**config.mk**
```make
export PLATFORM = sky130hd
export DESIGN_NAME = press_classifier_flat
export DESIGN_NICKNAME = d
export VERILOG_FILES = /design/src/rtl/press_classifier_if.sv /design/src/rtl/press_classifier.sv /design/src/flat_wrapper.sv
export SDC_FILE = /design/constraint.sdc
export NUM_CORES = 1
export LEC_CHECK = 0
export CORE_ASPECT_RATIO = 0.5
export CORE_MARGIN = 4
export CORE_UTILIZATION = 50
export DETAILED_ROUTE_END_ITERATION = 8
export PLACE_DENSITY = 0.75
export SLEW_MARGIN = 20
export SYNTH_ARGS = -nofsm -noshare
export SYNTH_HDL_FRONTEND = slang
export SYNTH_SLANG_ARGS = --single-unit
```
**constraint.sdc**
```tcl
create_clock -name clk -period 1.6 [get_ports clk]
set_clock_uncertainty 0.05 [all_clocks]
set_input_delay 0.32 -clock clk [delete_from_list [all_inputs] [get_ports clk]]
set_output_delay 0.32 -clock clk [all_outputs]
set_load 0.05 [all_outputs]
```
**src/rtl/press_classifier_if.sv**
```systemverilog
// Pushbutton classifier bus: synchronized button inputs and press-event outputs.
// The master drives the button side and the slave (the classifier) drives the events.
interface press_classifier_if;
    logic       btn_rise;
    logic       btn_fall;
    logic       btn_lvl;
    logic       short_press;
    logic       long_press;
    logic       repeat_evt;
    logic       busy;
    logic [7:0] press_cnt;

    modport master (
        output btn_rise, btn_fall, btn_lvl,
        input  short_press, long_press, repeat_evt, busy, press_cnt
    );

    modport slave (
        input  btn_rise, btn_fall, btn_lvl,
        output short_press, long_press, repeat_evt, busy, press_cnt
    );
endinterface

```
**src/rtl/press_classifier.sv**
```systemverilog
// Classifies pushbutton presses as short or long from synchronized rise/fall pulses.
// Optional auto-repeat while held long is enabled by defining PRESS_AUTO_REPEAT_EN.
module press_classifier #(
    parameter int CNT_W    = 16,
    parameter int LONG_CYC = 50000,
    parameter int REP_CYC  = 25000
) (
    input  logic               clk,
    input  logic               rst_n,
    press_classifier_if.slave  bus
);

    typedef enum logic [1:0] {
        IDLE      = 2'd0,
        PRESSED   = 2'd1,
        LONG_HELD = 2'd2
    } state_t;

    localparam logic [CNT_W-1:0] LONG_LAST = CNT_W'(LONG_CYC - 1);

    if ((LONG_CYC < 1) || (LONG_CYC > ((1 << CNT_W) - 1))) begin : g_bad_long_cyc
        $error("press_classifier: LONG_CYC out of range");
    end
    if ((REP_CYC < 1) || (REP_CYC > ((1 << CNT_W) - 1))) begin : g_bad_rep_cyc
        $error("press_classifier: REP_CYC out of range");
    end

    state_t           state_q, state_d;
    logic [CNT_W-1:0] dur_q, dur_d;
    logic             short_q, short_d;
    logic             long_q, long_d;
    logic             rep_q, rep_d;
    logic             busy_q, busy_d;
    logic [7:0]       cnt_q, cnt_d;

`ifdef PRESS_AUTO_REPEAT_EN
    localparam logic [CNT_W-1:0] REP_LAST = CNT_W'(REP_CYC - 1);
    logic [CNT_W-1:0] rep_cnt_q, rep_cnt_d;
`endif

    // State, counters and registered outputs.
    always_ff @(posedge clk or negedge rst_n) begin
        if (!rst_n) begin
            state_q   <= IDLE;
            dur_q     <= {CNT_W{1'b0}};
            short_q   <= 1'b0;
            long_q    <= 1'b0;
            rep_q     <= 1'b0;
            busy_q    <= 1'b0;
            cnt_q     <= 8'd0;
`ifdef PRESS_AUTO_REPEAT_EN
            rep_cnt_q <= {CNT_W{1'b0}};
`endif
        end else begin
            state_q   <= state_d;
            dur_q     <= dur_d;
            short_q   <= short_d;
            long_q    <= long_d;
            rep_q     <= rep_d;
            busy_q    <= busy_d;
            cnt_q     <= cnt_d;
`ifdef PRESS_AUTO_REPEAT_EN
            rep_cnt_q <= rep_cnt_d;
`endif
        end
    end

    // Next-state: a fall always outranks a level drop, which outranks the long transition.
    always_comb begin
        state_d   = state_q;
        dur_d     = dur_q;
`ifdef PRESS_AUTO_REPEAT_EN
        rep_cnt_d = rep_cnt_q;
`endif
        case (state_q)
            IDLE: begin
                if (bus.btn_rise && !bus.btn_fall) begin
                    state_d = PRESSED;
                    dur_d   = {CNT_W{1'b0}};
                end else begin
                    state_d = IDLE;
                end
            end
            PRESSED: begin
                if (bus.btn_fall || !bus.btn_lvl) begin
                    state_d = IDLE;
                end else if (dur_q == LONG_LAST) begin
                    state_d = LONG_HELD;
`ifdef PRESS_AUTO_REPEAT_EN
                    rep_cnt_d = {CNT_W{1'b0}};
`endif
                end else begin
                    dur_d = dur_q + CNT_W'(1);
                end
            end
            LONG_HELD: begin
                if (bus.btn_fall || !bus.btn_lvl) begin
                    state_d = IDLE;
                end else begin
                    state_d = LONG_HELD;
`ifdef PRESS_AUTO_REPEAT_EN
                    if (rep_cnt_q == REP_LAST) begin
                        rep_cnt_d = {CNT_W{1'b0}};
                    end else begin
                        rep_cnt_d = rep_cnt_q + CNT_W'(1);
                    end
`endif
                end
            end
            default: begin
                state_d = IDLE;
            end
        endcase
    end

    // Output decode; values land in the output registers one cycle after the sampling edge.
    always_comb begin
        short_d = (state_q == PRESSED)   && bus.btn_fall;
        long_d  = (state_q == LONG_HELD) && bus.btn_fall;
`ifdef PRESS_AUTO_REPEAT_EN
        rep_d   = (state_q == LONG_HELD) && !bus.btn_fall && bus.btn_lvl
                  && (rep_cnt_q == REP_LAST);
`else
        rep_d   = 1'b0;
`endif
        busy_d  = (state_d != IDLE);
        if (short_d || long_d) begin
            cnt_d = cnt_q + 8'd1;
        end else begin
            cnt_d = cnt_q;
        end
    end

    assign bus.short_press = short_q;
    assign bus.long_press  = long_q;
    assign bus.repeat_evt  = rep_q;
    assign bus.busy        = busy_q;
    assign bus.press_cnt   = cnt_q;

endmodule
```
**src/flat_wrapper.sv**
```systemverilog
// flat-port wrapper written by rule: the top's interface ports become plain ports
module press_classifier_flat 
#(
    parameter int CNT_W    = 16,
    parameter int LONG_CYC = 50000,
    parameter int REP_CYC  = 25000
)
  (clk, rst_n, bus_btn_rise, bus_btn_fall, bus_btn_lvl, bus_short_press, bus_long_press, bus_repeat_evt, bus_busy, bus_press_cnt);
  press_classifier_if bus_i ();
  input  logic clk;
  input  logic rst_n;
  input wire logic [$bits(bus_i.btn_rise)-1:0] bus_btn_rise;
  input wire logic [$bits(bus_i.btn_fall)-1:0] bus_btn_fall;
  input wire logic [$bits(bus_i.btn_lvl)-1:0] bus_btn_lvl;
  output wire logic [$bits(bus_i.short_press)-1:0] bus_short_press;
  output wire logic [$bits(bus_i.long_press)-1:0] bus_long_press;
  output wire logic [$bits(bus_i.repeat_evt)-1:0] bus_repeat_evt;
  output wire logic [$bits(bus_i.busy)-1:0] bus_busy;
  output wire logic [$bits(bus_i.press_cnt)-1:0] bus_press_cnt;
  assign bus_i.btn_rise = bus_btn_rise;
  assign bus_i.btn_fall = bus_btn_fall;
  assign bus_i.btn_lvl = bus_btn_lvl;
  assign bus_short_press = bus_i.short_press;
  assign bus_long_press = bus_i.long_press;
  assign bus_repeat_evt = bus_i.repeat_evt;
  assign bus_busy = bus_i.busy;
  assign bus_press_cnt = bus_i.press_cnt;
  press_classifier #(.CNT_W(CNT_W), .LONG_CYC(LONG_CYC), .REP_CYC(REP_CYC)) u_core (.clk(clk), .rst_n(rst_n), .bus(bus_i));
endmodule
```
Word level (Yosys, flattened, before mapping)

Cells that the tools add are included.

Memories: 0
Latch bits: 0
Input port bits: 5
Register bits after elaboration: 29
Bits in read-only memories: 0
Word-level logic and storage cells: 34
Memory bits (writable): 0
Output and inout port bits: 12

Reductions and logical operators: 11
$mul: 0
$lt $le $gt $ge: 0
$add $sub $neg: 2
Shift operators: 0
Bitwise logic cells: 0
Equal/unequal tests: 6
Mux-type cells: 9
Div/mod/pow operators: 0

Operators by type and width:

| kind                    | count |
|---|---|
| $mux W16                | 3 |
| $pmux W16 S2            | 1 |
| $add A16 B1 Y16 const B | 1 |
| $eq A16 B16 Y1 const B  | 1 |
| $add A8 B1 Y8 const B   | 1 |
| $mux W2                 | 3 |
| $pmux W2 S3             | 1 |
| $ne A2 B2 Y1 const B    | 2 |
| $reduce_and A4 Y1       | 1 |
| $reduce_bool A2 Y1      | 2 |
| $logic_and A1 B1 Y1     | 3 |
| $eq A2 B1 Y1 const B    | 1 |
| $eq A2 B2 Y1 const B    | 1 |
| $logic_not A1 Y1        | 2 |
| $logic_not A2 Y1        | 1 |
| $logic_or A1 B1 Y1      | 2 |
| $ne A2 B1 Y1 const B    | 1 |
| $mux W1                 | 1 |

Depth between registers and ports, before layout

Word-level depth: 5
Depth in mapped cells: 7
Mapped depth without buffers: 5

Worst setup path after synthesis

Ideal clock, no wire load.

Path type: flip-flop to flip-flop
From: reg u_core.dur_q[0]
To: reg u_core.dur_q[8]
Path buffers: 2
Setup time: 132 ps
Cell stages (with the launch flop): 8
Arrival time: 1565 ps
Path slack: -147 ps
Cells stage by stage: dfrtp_1 -> ha_1 -> and3_1 -> and4_1 -> buf_4 -> o21ai_4 -> buf_6 -> a31oi_1

Cells in the longest elaborated chain, start to end: 4

RTL lines:

| element                | line                   | source |
|---|---|---|
| start, declared        | press_classifier.sv:29 | `logic [CNT_W-1:0] dur_q, dur_d;` |
| start signal, assigned | press_classifier.sv:45 | `dur_q <= {CNT_W{1'b0}};` |
| start signal, assigned | press_classifier.sv:56 | `dur_q <= dur_d;` |
| $add A16 B1 Y16        | press_classifier.sv:93 | `dur_d = dur_q + CNT_W'(1);` |
| $mux W16               | press_classifier.sv:87 | `end else if (dur_q == LONG_LAST) begin` |
| $mux W16               | press_classifier.sv:85 | `if (bus.btn_fall \|\| !bus.btn_lvl) begin` |
| $pmux W16 S2           | press_classifier.sv:75 | `case (state_q)` |

Parallel ways exist; a longest one is shown, timed or not. The select of a mux whose other input is x is not followed.
A chain may end at the register's enable or synchronous reset.

Worst setup path after layout

From: reg u_core.dur_q[0]
To: reg u_core.dur_q[4]

The elaborated chain is that of the path after synthesis.

==> results.txt <==
----------------------------------------------------
[Run status]
  Result of the run ... finished with violations
  Violations in the final reports ... setup timing

[Logic synthesis]
  Library cell occupying the most area in the post-synthesis netlist ... sky130_fd_sc_hd__dfrtp_1
  Synthesized area divided by synthesized cell count ... 10.5 um2
  Number of instances in the synthesized netlist ... 155
  FFs w/ async S/R, synth ... 1.00
  Cell variety after synth ... 49
  Ys Warns ... 0
  Post-synthesis net count ... 162
  Share of synthesized area occupied by flip-flops and latches ... 0.447
  Mapped cell area ... 1620 um2
  Top cell type's share of synthesized area ... 0.447
  Synth area leaders ... sky130_fd_sc_hd__dfrtp_1, sky130_fd_sc_hd__xnor2_1, sky130_fd_sc_hd__a31oi_1, sky130_fd_sc_hd__o211ai_1, sky130_fd_sc_hd__nand4_1
  EDFF count, synth ... 0
  Most instantiated flip-flop cell in the synthesis netlist ... sky130_fd_sc_hd__dfrtp_1
  Flop and latch count out of synthesis ... 29

[Critical path]
  Cells along the critical path ... ha_4 -> and3_4 -> buf_6 -> nand4_1 -> buf_6 -> a31oi_1 -> a21oi_1
  Critical path startpoint category ... register
  Biggest fanout along the worst timing path ... 10
  Cell type with the highest occurrence count on the critical path ... sky130_fd_sc_hd__buf_6
  Category of the most critical setup path ... reg2reg
  Worst Setup End Kind ... register
  Stage delay of the slowest cell on the critical path ... 0.39 ns
  Dominant delay contributor by cell family on the critical path ... flip-flops
  Buffers plus inverters on the worst setup path ... 2
  Worst path arrival time ... 1.82 ns
  Slowest cell on crit path ... sky130_fd_sc_hd__dfrtp_1
  Required time at the worst-slack endpoint ... 1.72 ns

[Clocking]
  H-tree depth ... 2
  Cts-stage hold buffer count ... 0
  CTS Buffer Depth ... 2
  Clock insertion delay at the later pin of the skew report ... about 0.29 ns
  Sink count of the clock tree ... 29
  Clock tree root buffer cell ... sky130_fd_sc_hd__clkbuf_8
  Number of clock buffers inserted by TritonCTS ... 5
  TritonCTS clock tree ... done
  Clock-pin slew reported for the worst setup and hold paths after clock tree synthesis ... 0.07 ns

[Timing]
  Crit share post-route ... 1.06
  Unrepaired setup endpoints after global routing ... true
  Fmax ... 591 MHz
  Setup violators final ... 15
  Final TNS setup ... -0.600 ns
  Final hold vios ... 0
  Worst hold slack ... 0.361 ns
  Final worst setup slack ... -0.0918 ns
  Final min period ... 1.69 ns
  Pins over their slew limit ... 0

[Floorplan]
  Count of standard-cell rows ... 14
  Core Box Area ... 3050 um2
  Overall die area ... 4280 um2
  Effective utilization at floorplan ... 0.533
  I/O Pins ... 17
  Die width ... 88.6 um
  Die Height ... 48.3 um

[Detailed routing]
  Number of nets with antenna violations after detailed routing ... 0
  Routed via count ... roughly 1.6k
  Post-Route WL ... between 4 and 5 mm
  Number of DRC violations after detailed routing ... 0
  Number of DRC markers in iteration 0 ... 149
  Routed via count divided by cell count ... around 6.3
  Drt pass-1 iters ... 4
  Routed wire length per instance ... 19.5 um

[Final layout]
  Highest-count cells in the layout ignoring fill and taps ... sky130_fd_sc_hd__buf_4, sky130_fd_sc_hd__dfrtp_1, sky130_fd_sc_hd__a31oi_1, sky130_fd_sc_hd__buf_12, sky130_fd_sc_hd__nand2_1
  Most frequent standard cell in the layout excluding fill and tap cells ... sky130_fd_sc_hd__buf_4
  Share of layout cells above drive strength 1 ... 0.423
  Multi-input gate area in the final layout ... 891 um2
  Net count reported at finish ... 219
  Synth-to-layout area growth ... 48.1%
  Antenna cells ... 0
  Finished Cell Area ... between 2000 and 2500 um2
  Register Area ... between 700 and 800 um2
  Count of fill cells added during filler insertion ... 175

[Power]
  Worst ir drop on vdd ... approximately 0.0011 V
  Power density over the cells ... 1040 nW/um2
  P_leak ... between 1 and 1.5 nW

[GRT]
  Number of global-route vias before repair ... ~1.6k
  Number of antenna violations at the first check in global routing ... 0
  Overall overflow remaining after global route ... 0
  Pin count of the biggest net entering global routing ... 30
  Global-route wire length before repair ... around 8.0 mm
  Overall fraction of global-route tracks in use ... 0.248

[Worst hold path]
  Kind of path behind the tightest hold check ... in2async

[Place]
  Weighted congestion reported at the end of routability-driven placement ... around 0.86
  DP HPWL ... 3.03 mm
  Count of buffers inserted at the top-level ports ... 15
  Placed cell areas ... 2160 um2

[Job]
  Max-cap check violation count ... 0

----------------------------------------------------
## power by group
part	switching, W	internal, W	total (W)
combinational	0.000383	0.000368	0.000752
clock	0.000292	0.000507	0.000799
sequential	0.000137	0.000811	0.000948
total	0.000813	0.00169	0.00250
## worst reg2reg max path: cells and delay by family, from the launching register on
kind,cells,cell delay (ns)
flops,1,0.39
simple gates,2,0.37
buf+inv,2,0.30
compound gates,2,0.27
fa+ha+maj,1,0.18
## synth_stat cells (4+ instances only)
library cell / n
sky130_fd_sc_hd__nor4_1: 4
sky130_fd_sc_hd__nor2_1: 5
sky130_fd_sc_hd__a31oi_1: 9
sky130_fd_sc_hd__and3_1: 4
sky130_fd_sc_hd__dfrtp_1: 29
sky130_fd_sc_hd__o211ai_1: 6
sky130_fd_sc_hd__nand4_1: 7
sky130_fd_sc_hd__nand2_1: 8
sky130_fd_sc_hd__nand3_1: 5
sky130_fd_sc_hd__inv_1: 7
sky130_fd_sc_hd__o21ai_1: 4
sky130_fd_sc_hd__xnor2_1: 7
## metrics by stage
| step | cells | total power (W) | util | worst slack [ns] |
|---|---|---|---|---|
| 2_1_floorplan | 155 | 0.00127 | - | -0.0332 |
| 3_3_place_gp | 240 | 0.00165 | 0.709 | -0.311 |
| 3_5_place_dp | 240 | 0.00168 | 0.709 | -0.378 |
| 4_1_cts | 252 | 0.00249 | 0.784 | -0.0148 |
| 5_1_grt | 253 | 0.00260 | 0.789 | -0.178 |
| 6_report | 253 | 0.00250 | 0.789 | -0.0918 |
## logic make-up after synthesis
logic type | count (synthesis) | synth area share
adder cells (fa/ha/maj) | 2 | 0.0154
XOR/XNOR | 8 | 0.0431
AND/OR/NAND/NOR | 58 | 0.247
buffers and inverters | 16 | 0.0570
multiplexers | 4 | 0.0254
AO/OA/AOI/OAI | 37 | 0.163
flip-flops | 29 | 0.447
other | 1 | 0.00231
## layout make-up
type                       instances  share of cell area
clock buffer                       7              0.0359
timing repair buffer              59               0.246
tap                               40              0.0208
multi-input combinational        110               0.370
clock inverter                     1              0.0125
inverter                           7              0.0109
sequential                        29               0.303
## worst paths after layout
check / startpoint / end / slack, ns / depth (start not counted)
hold reg to reg: u_core.bus.press_cnt[7]$_DFFE_PN0P_ / u_core.bus.press_cnt[7]$_DFFE_PN0P_ / 0.50 / 1
max in group asynchronous: rst_n / u_core.dur_q[7]$_DFFE_PN0P_ / 0.84 / 2
min in group clk: u_core.bus.press_cnt[7]$_DFFE_PN0P_ / u_core.bus.press_cnt[7]$_DFFE_PN0P_ / 0.50 / 1
hold / removal: rst_n / u_core.bus.press_cnt[1]$_DFFE_PN0P_ / 0.36 / 2
setup reg to reg: u_core.dur_q[0]$_DFFE_PN0P_ / u_core.dur_q[4]$_DFFE_PN0P_ / -0.09 / 7
setup / recovery: u_core.dur_q[0]$_DFFE_PN0P_ / u_core.dur_q[4]$_DFFE_PN0P_ / -0.09 / 7
## flip-flops by register name, indices dropped and copies added, names as in the netlist
name,flops
u_core.dur_q,16
u_core.bus.short_press,1
u_core.state_q,2
u_core.bus.press_cnt,8
u_core.bus.long_press,1
u_core.bus.busy,1
## metal layers
metal  track usage  routed length, um
met2         0.401               2430
met1         0.290               1870
met5             0                  0
met4         0.156                252
met3        0.0695                385
## timing repair
action,CTS,global route
endpoints found under the setup margin,16,23
pin swaps,4,3
buffers inserted,4,1
gates resized for setup,18,4
No activity file was read; power rests on OpenSTA's default activity.
==> edit 1: new RTL, same flow settings <==
`CNT_W` is set to 16 in 2 places; all go to 17.
--- a/src/rtl/press_classifier.sv
+++ b/src/rtl/press_classifier.sv
@@ -3,3 +3,3 @@
 module press_classifier #(
-    parameter int CNT_W    = 16,
+    parameter int CNT_W    = 17,
     parameter int LONG_CYC = 50000,
--- a/src/flat_wrapper.sv
+++ b/src/flat_wrapper.sv
@@ -3,3 +3,3 @@
 #(
-    parameter int CNT_W    = 16,
+    parameter int CNT_W    = 17,
     parameter int LONG_CYC = 50000,
Check against the original RTL: same outputs for any inputs over 10 cycles, from zero or initial values and one cycle with rst_n low; that may be too few to reach the edited logic, so the function may still have changed.
==> edit 1 against the unedited design <==
  * The flow still finishes with violations (negative setup slack)
  * First-iteration DRC count grew 52%
  * Routed wire length is 1.5% lower
  * Design area shrank 0.21%
  * Hold slack improved by 0.00095 ns
  * Sequential share of layout area up 0.95 points
  * Synthesized area is 2.9% lower
  * Combinational power barely moved
  * Final cell count increased by 6.3%
  * Count of clock-buffer cells in the layout is 1 lower
  * Sequential cell count increased by 1
  * Global-route usage down 1.0 points
  * Setup slack worse by 0.48 ns
  * Power fell by 5.2%
  * Critical endpoint is now u_core.dur_q[15]
  * Largest cell class unchanged
==> edit 1: results (changes against the unedited design) <==
| Metric | Value |
|---|---|
| Status | finished, violations left (unchanged) |
| Failing checks | negative setup slack (unchanged) |
| Worst IR Drop VDD | 0.001199 V (was 0.001122 V) |
| Worst-skew pair later-pin latency | 0.29 ns (about the same) |
| Worst path max stage delay | 0.57 ns (was 0.39 ns) |
| Met1 Routed Length | 1.981 mm (was 1.871 mm) |
| Setup WS pre-CTS | -0.7038 ns (was -0.3780 ns) |
| Slowest stage cell, crit path | or4b_4 (was dfrtp_1) |
| Max FFs per register | 17 (was 16) |
| Met3 global-route usage | 0.05498 (was 0.06949) |
| Setup repair bufs after CTS | 2 (was 4) |
| DP Area | 2166 sq um (was 2161 sq um) |
| DRT Pass-1 Iters | 5 (was 4) |
| Reg2reg end | u_core.dur_q[15] (was u_core.dur_q[4]) |
| Top cells by count, synth | dfrtp_1 (30), o21ai_0 (16), nand2_1 (14) (was dfrtp_1 (29), a31oi_1 (9), nand2_1 (8)) |
| DR WL met2 | 2.304 mm (was 2.428 mm) |
| Nets@finish | 235 (was 219) |
| Mean routed wirelength per cell | 18.09 microns (was 19.52 microns) |
| Top reg by flops | u_core.dur_q (unchanged) |
| RR Startpoint | u_core.dur_q[13] (was u_core.dur_q[0]) |
| Final std cells w/o fill | 269 (was 253) |
| Post-CTS sizing | 20 (was 18) |
| Setup TNS | -7.750 ns (was -0.6005 ns) |
| Post-DP HPWL | 2.942 mm (was 3.028 mm) |
| Yosys cell types | 42 (was 49) |
| Total track usage | 0.2381 (was 0.2481) |
| Worst Path Arrival | 2.32 ns (was 1.82 ns) |
| Antenna violations before repair | 0 (unchanged) |
| Leakage | 1.089 nW (was 1.041 nW) |
| First-pass GRT wire length | 7.272 mm (was 7.997 mm) |
| Largest net degree at the start of global routing | 31 (was 30) |
| Sequential share of the synthesized area | 0.4762 (was 0.4468) |
| Mapped Cells | 160 (was 155) |
| CP max FO | 7 (was 10) |
| Final GP Congestion | 0.8662 (was 0.8648) |
| Initial DRC Count | 226 (was 149) |
| Syn nets | 167 (was 162) |
| Dpl cells | 255 (was 240) |
| Final Hold Slack | 0.3622 ns (was 0.3613 ns) |
| R2R depth | 7 (unchanged) |
| Global routing usage on met1 | 0.2833 (was 0.2896) |
| Most used flip-flop cell after synthesis | dfrtp_1 (unchanged) |
| Met3 WL | 382 microns (was 385 microns) |
| Endpoints failing setup | 19 (was 15) |
| Grt met2 use | 0.4177 (was 0.4007) |
| Post-route setup slack | -0.5698 ns (was -0.09184 ns) |
| CTS root buffer | clkbuf_8 (unchanged) |
| Via density | 5.952 (was 6.300) |
| Fraction of layout cells with a size suffix above 1 | 0.4236 (was 0.4225) |
| MaxCap Viol Count | 0 (unchanged) |
| H-tree levels | 2 (unchanged) |
| Hold/Removal Path Class | input pin to async pin (unchanged) |
| CP top delay family | simple AND/OR/NAND/NOR gates (was flip-flops) |
| Largest cells by area after synthesis | dfrtp_1 (48%), o21ai_0 (5.1%), xnor2_1 (3.9%) (was dfrtp_1 (45%), xnor2_1 (3.8%), a31oi_1 (3.5%)) |
| Power Internal | 1.535 mW (was 1.686 mW) |
| Vias in the first global route | 1567 (was 1649) |
==> edit 1: power groups by stage <==
stage / logic [mW] / clock network, mW / registers, mW
global placement: 0.681 / 0 / 0.954
detailed placement: 0.705 / 0 / 0.958
CTS: 0.724 / 0.651 / 0.948
global route: 0.790 / 0.695 / 0.967
finish: 0.752 / 0.656 / 0.961
floorplan: 0.144 / 0 / 1.12
==> edit 1: cell families after synthesis <==
group / after synthesis / share of synthesized area
other cells: 1 / 0.002379
fa+ha+maj: 2 / 0.01587
flops: 30 / 0.4762
buf+inv: 10 / 0.05080
compound gates: 32 / 0.1206
mux: 2 / 0.01349
xor+xnor: 10 / 0.05556
simple gates: 73 / 0.2651
==> edit 1: final cells by class <==
type                            count  area [sq um]
Sequential cell                    30         750.7
Fill cell                         158         613.1
Multi-Input combinational cell    120         832.0
Timing Repair Buffer               66         653.1
Clock buffer                        6         82.58
Inverter                            5         18.77
Clock inverter                      2         12.51
Tap cell                           40         50.05
==> edit 2: new RTL, same settings <==
Made on the original files. Reset style: synchronous (`rst_n`), changed in one clocked block.
--- a/src/rtl/press_classifier.sv
+++ b/src/rtl/press_classifier.sv
@@ -41,3 +41,3 @@
     // State, counters and registered outputs.
-    always_ff @(posedge clk or negedge rst_n) begin
+    always_ff @(posedge clk) begin
         if (!rst_n) begin
Behaviour: differs if rst_n is asserted again (counterexample within 4 cycles, from zero or initial values and one cycle with rst_n low); with rst_n held inactive, the same outputs for 10 cycles.
==> edit 2 against the unedited design <==
  * The flow still finishes with violations (negative setup slack)
  * Setup slack got worse by 0.16 ns
  * Synthesized area decreased by 7.9%
  * Routed wire length increased by 29%
  * Critical path depth decreased by 1
  * Maximum frequency decreased by 8.4%
  * Sequential cell count unchanged
  * Design area decreased by 0.21%
  * Critical path type is now input pin to flip-flop
  * Critical endpoint is now u_core.dur_q[9]
  * Highest routed layer unchanged
Power is not compared: it rests on default switching activity, and its combinational part moved more than twofold at a synthesized area within 25%.
==> edit 2: results (changes against the unedited design) <==
| Metric | Value |
|---|---|
| Global routing usage on met1 | 0.3026 (was 0.2896) |
| Reg2reg end | u_core.dur_q[9] (was u_core.dur_q[4]) |
| Yosys cell types | 48 (was 49) |
| Post-route setup slack | -0.2478 ns (was -0.09184 ns) |
| Yosys warns | 0 (unchanged) |
| Grt met2 use | 0.4691 (was 0.4007) |
| Slowest stage cell, crit path | clkdlybuf4s50_1 (was dfrtp_1) |
| Post-DP HPWL | 2.980 mm (was 3.028 mm) |
| Final GP Congestion | 0.9085 (was 0.8648) |
| RR Startpoint | u_core.dur_q[1] (was u_core.dur_q[0]) |
| First-pass GRT wire length | 8.314 mm (was 7.997 mm) |
| Fraction of layout cells with a size suffix above 1 | 0.4723 (was 0.4225) |
| Fillers | 97 (was 175) |
| Initial DRC Count | 257 (was 149) |
| CP max FO | 6 (was 10) |
| Worst reg2reg setup slack | -0.23 ns (was -0.09 ns) |
| Worst Path Arrival | 2.01 ns (was 1.82 ns) |
| Largest cells by area after synthesis | dfxtp_1 (39%), nand3_1 (4.0%), nor2_1 (4.0%) (was dfrtp_1 (45%), xnor2_1 (3.8%), a31oi_1 (3.5%)) |
| R2R depth | 6 (was 7) |
| Met3 global-route usage | 0.1018 (was 0.06949) |
| Final Hold Slack | 0.4677 ns (was 0.3613 ns) |
| Worst path max stage delay | 0.54 ns (was 0.39 ns) |
| Mean routed wirelength per cell | 23.35 microns (was 19.52 microns) |
| Largest net degree at the start of global routing | 19 (was 30) |
| Endpoints failing setup | 22 (was 15) |
| Hold/Removal Path Class | flip-flop to flip-flop (was input pin to async pin) |
| DRT Pass-1 Iters | 5 (was 4) |
| Failing checks | negative setup slack (unchanged) |
| Top cells by count, synth | dfxtp_1 (29), nor2_1 (16), nand2_1 (13) (was dfrtp_1 (29), a31oi_1 (9), nand2_1 (8)) |
| Vias in the first global route | 1721 (was 1649) |
| Nets@finish | 241 (was 219) |
| Sequential share of the synthesized area | 0.3883 (was 0.4468) |
| Status | finished, violations left (unchanged) |
| Post-route design area | 2400 sq um (was 2405 sq um) |
| Detailed-route via count | 1824 (was 1594) |
| Max FFs per register | 16 (unchanged) |
| DP Area | 2037 sq um (was 2161 sq um) |
| Setup TNS | -3.157 ns (was -0.6005 ns) |
| Ys async rst share | 0 (was 1.000) |
| Syn nets | 177 (was 162) |
edit 2: timing repair:
item | CTS | global route
pin swaps | 14 | 7
cloned | 1 | 0
endpoints found under the setup margin | 15 | 21
hold endpoints to repair | 0 | 0
gates resized for setup | 21 | 26
setup buffers | 6 | 4
edit 2: final cells by class:
cell class | instances | area share
multi-input cells | 131 | 0.4322
inverters | 2 | 0.003128
repair buffers | 65 | 0.2581
well taps | 37 | 0.01929
flip-flops and latches | 29 | 0.2450
clock buffers | 7 | 0.04015
clock inverters | 1 | 0.002086
edit 2: critical path, delay by kind of cell:
family	cells	cell delay, ns
buf+inv	1	0.54
simple gates	3	0.64
compound gates	2	0.50
edit 2: per-stage QoR:
step / total power, mW / cells
global route: 1.650 / 272
finish: 1.605 / 272
global placement: 0.8669 / 253
CTS: 1.571 / 268
detailed placement: 0.8698 / 253
floorplan: 0.8187 / 170
edit 2: kinds of logic after synthesis:
group                      count (synthesis)  share of synthesized area
DFF                                       29                     0.3883
muxes                                      3                    0.02008
xor gates and xnor gates                   6                    0.03515
and+or+nand+nor                           82                     0.3205
AOI/OAI and AO/OA                         36                     0.1741
buffers and inverters                     11                    0.04267
adders and majority gates                  2                    0.01673
other                                      1                   0.002508
edit 2: worst max-delay path by stage:
stage	startpoint	endpoint	slack, ns	cells past startpoint
2_1_floorplan	u_core.dur_q[0]	u_core.dur_q[9]	-0.01	6
3_3_place_gp	bus_btn_fall	u_core.dur_q[6]	-0.36	6
3_5_place_dp	bus_btn_fall	u_core.dur_q[6]	-0.43	6
4_1_cts	u_core.dur_q[1]	u_core.dur_q[9]	-0.09	6
5_1_grt	u_core.dur_q[0]	u_core.dur_q[9]	-0.31	6
6_report	bus_btn_lvl	u_core.dur_q[9]	-0.25	6
edit 2: metal layers:
layer  up-vias  share of wire
met5         -              0
met4         0          0.071
met3        65           0.10
met2       173           0.44
met1       831           0.39
li1        755              -
edit 2: power by group through the flow:
stage | registers [mW] | logic, mW | clock network, mW
4_1_cts | 0.731 | 0.147 | 0.693
3_3_place_gp | 0.747 | 0.120 | 0
6_report | 0.731 | 0.174 | 0.699
5_1_grt | 0.731 | 0.180 | 0.740
3_5_place_dp | 0.747 | 0.123 | 0
2_1_floorplan | 0.757 | 0.0620 | 0
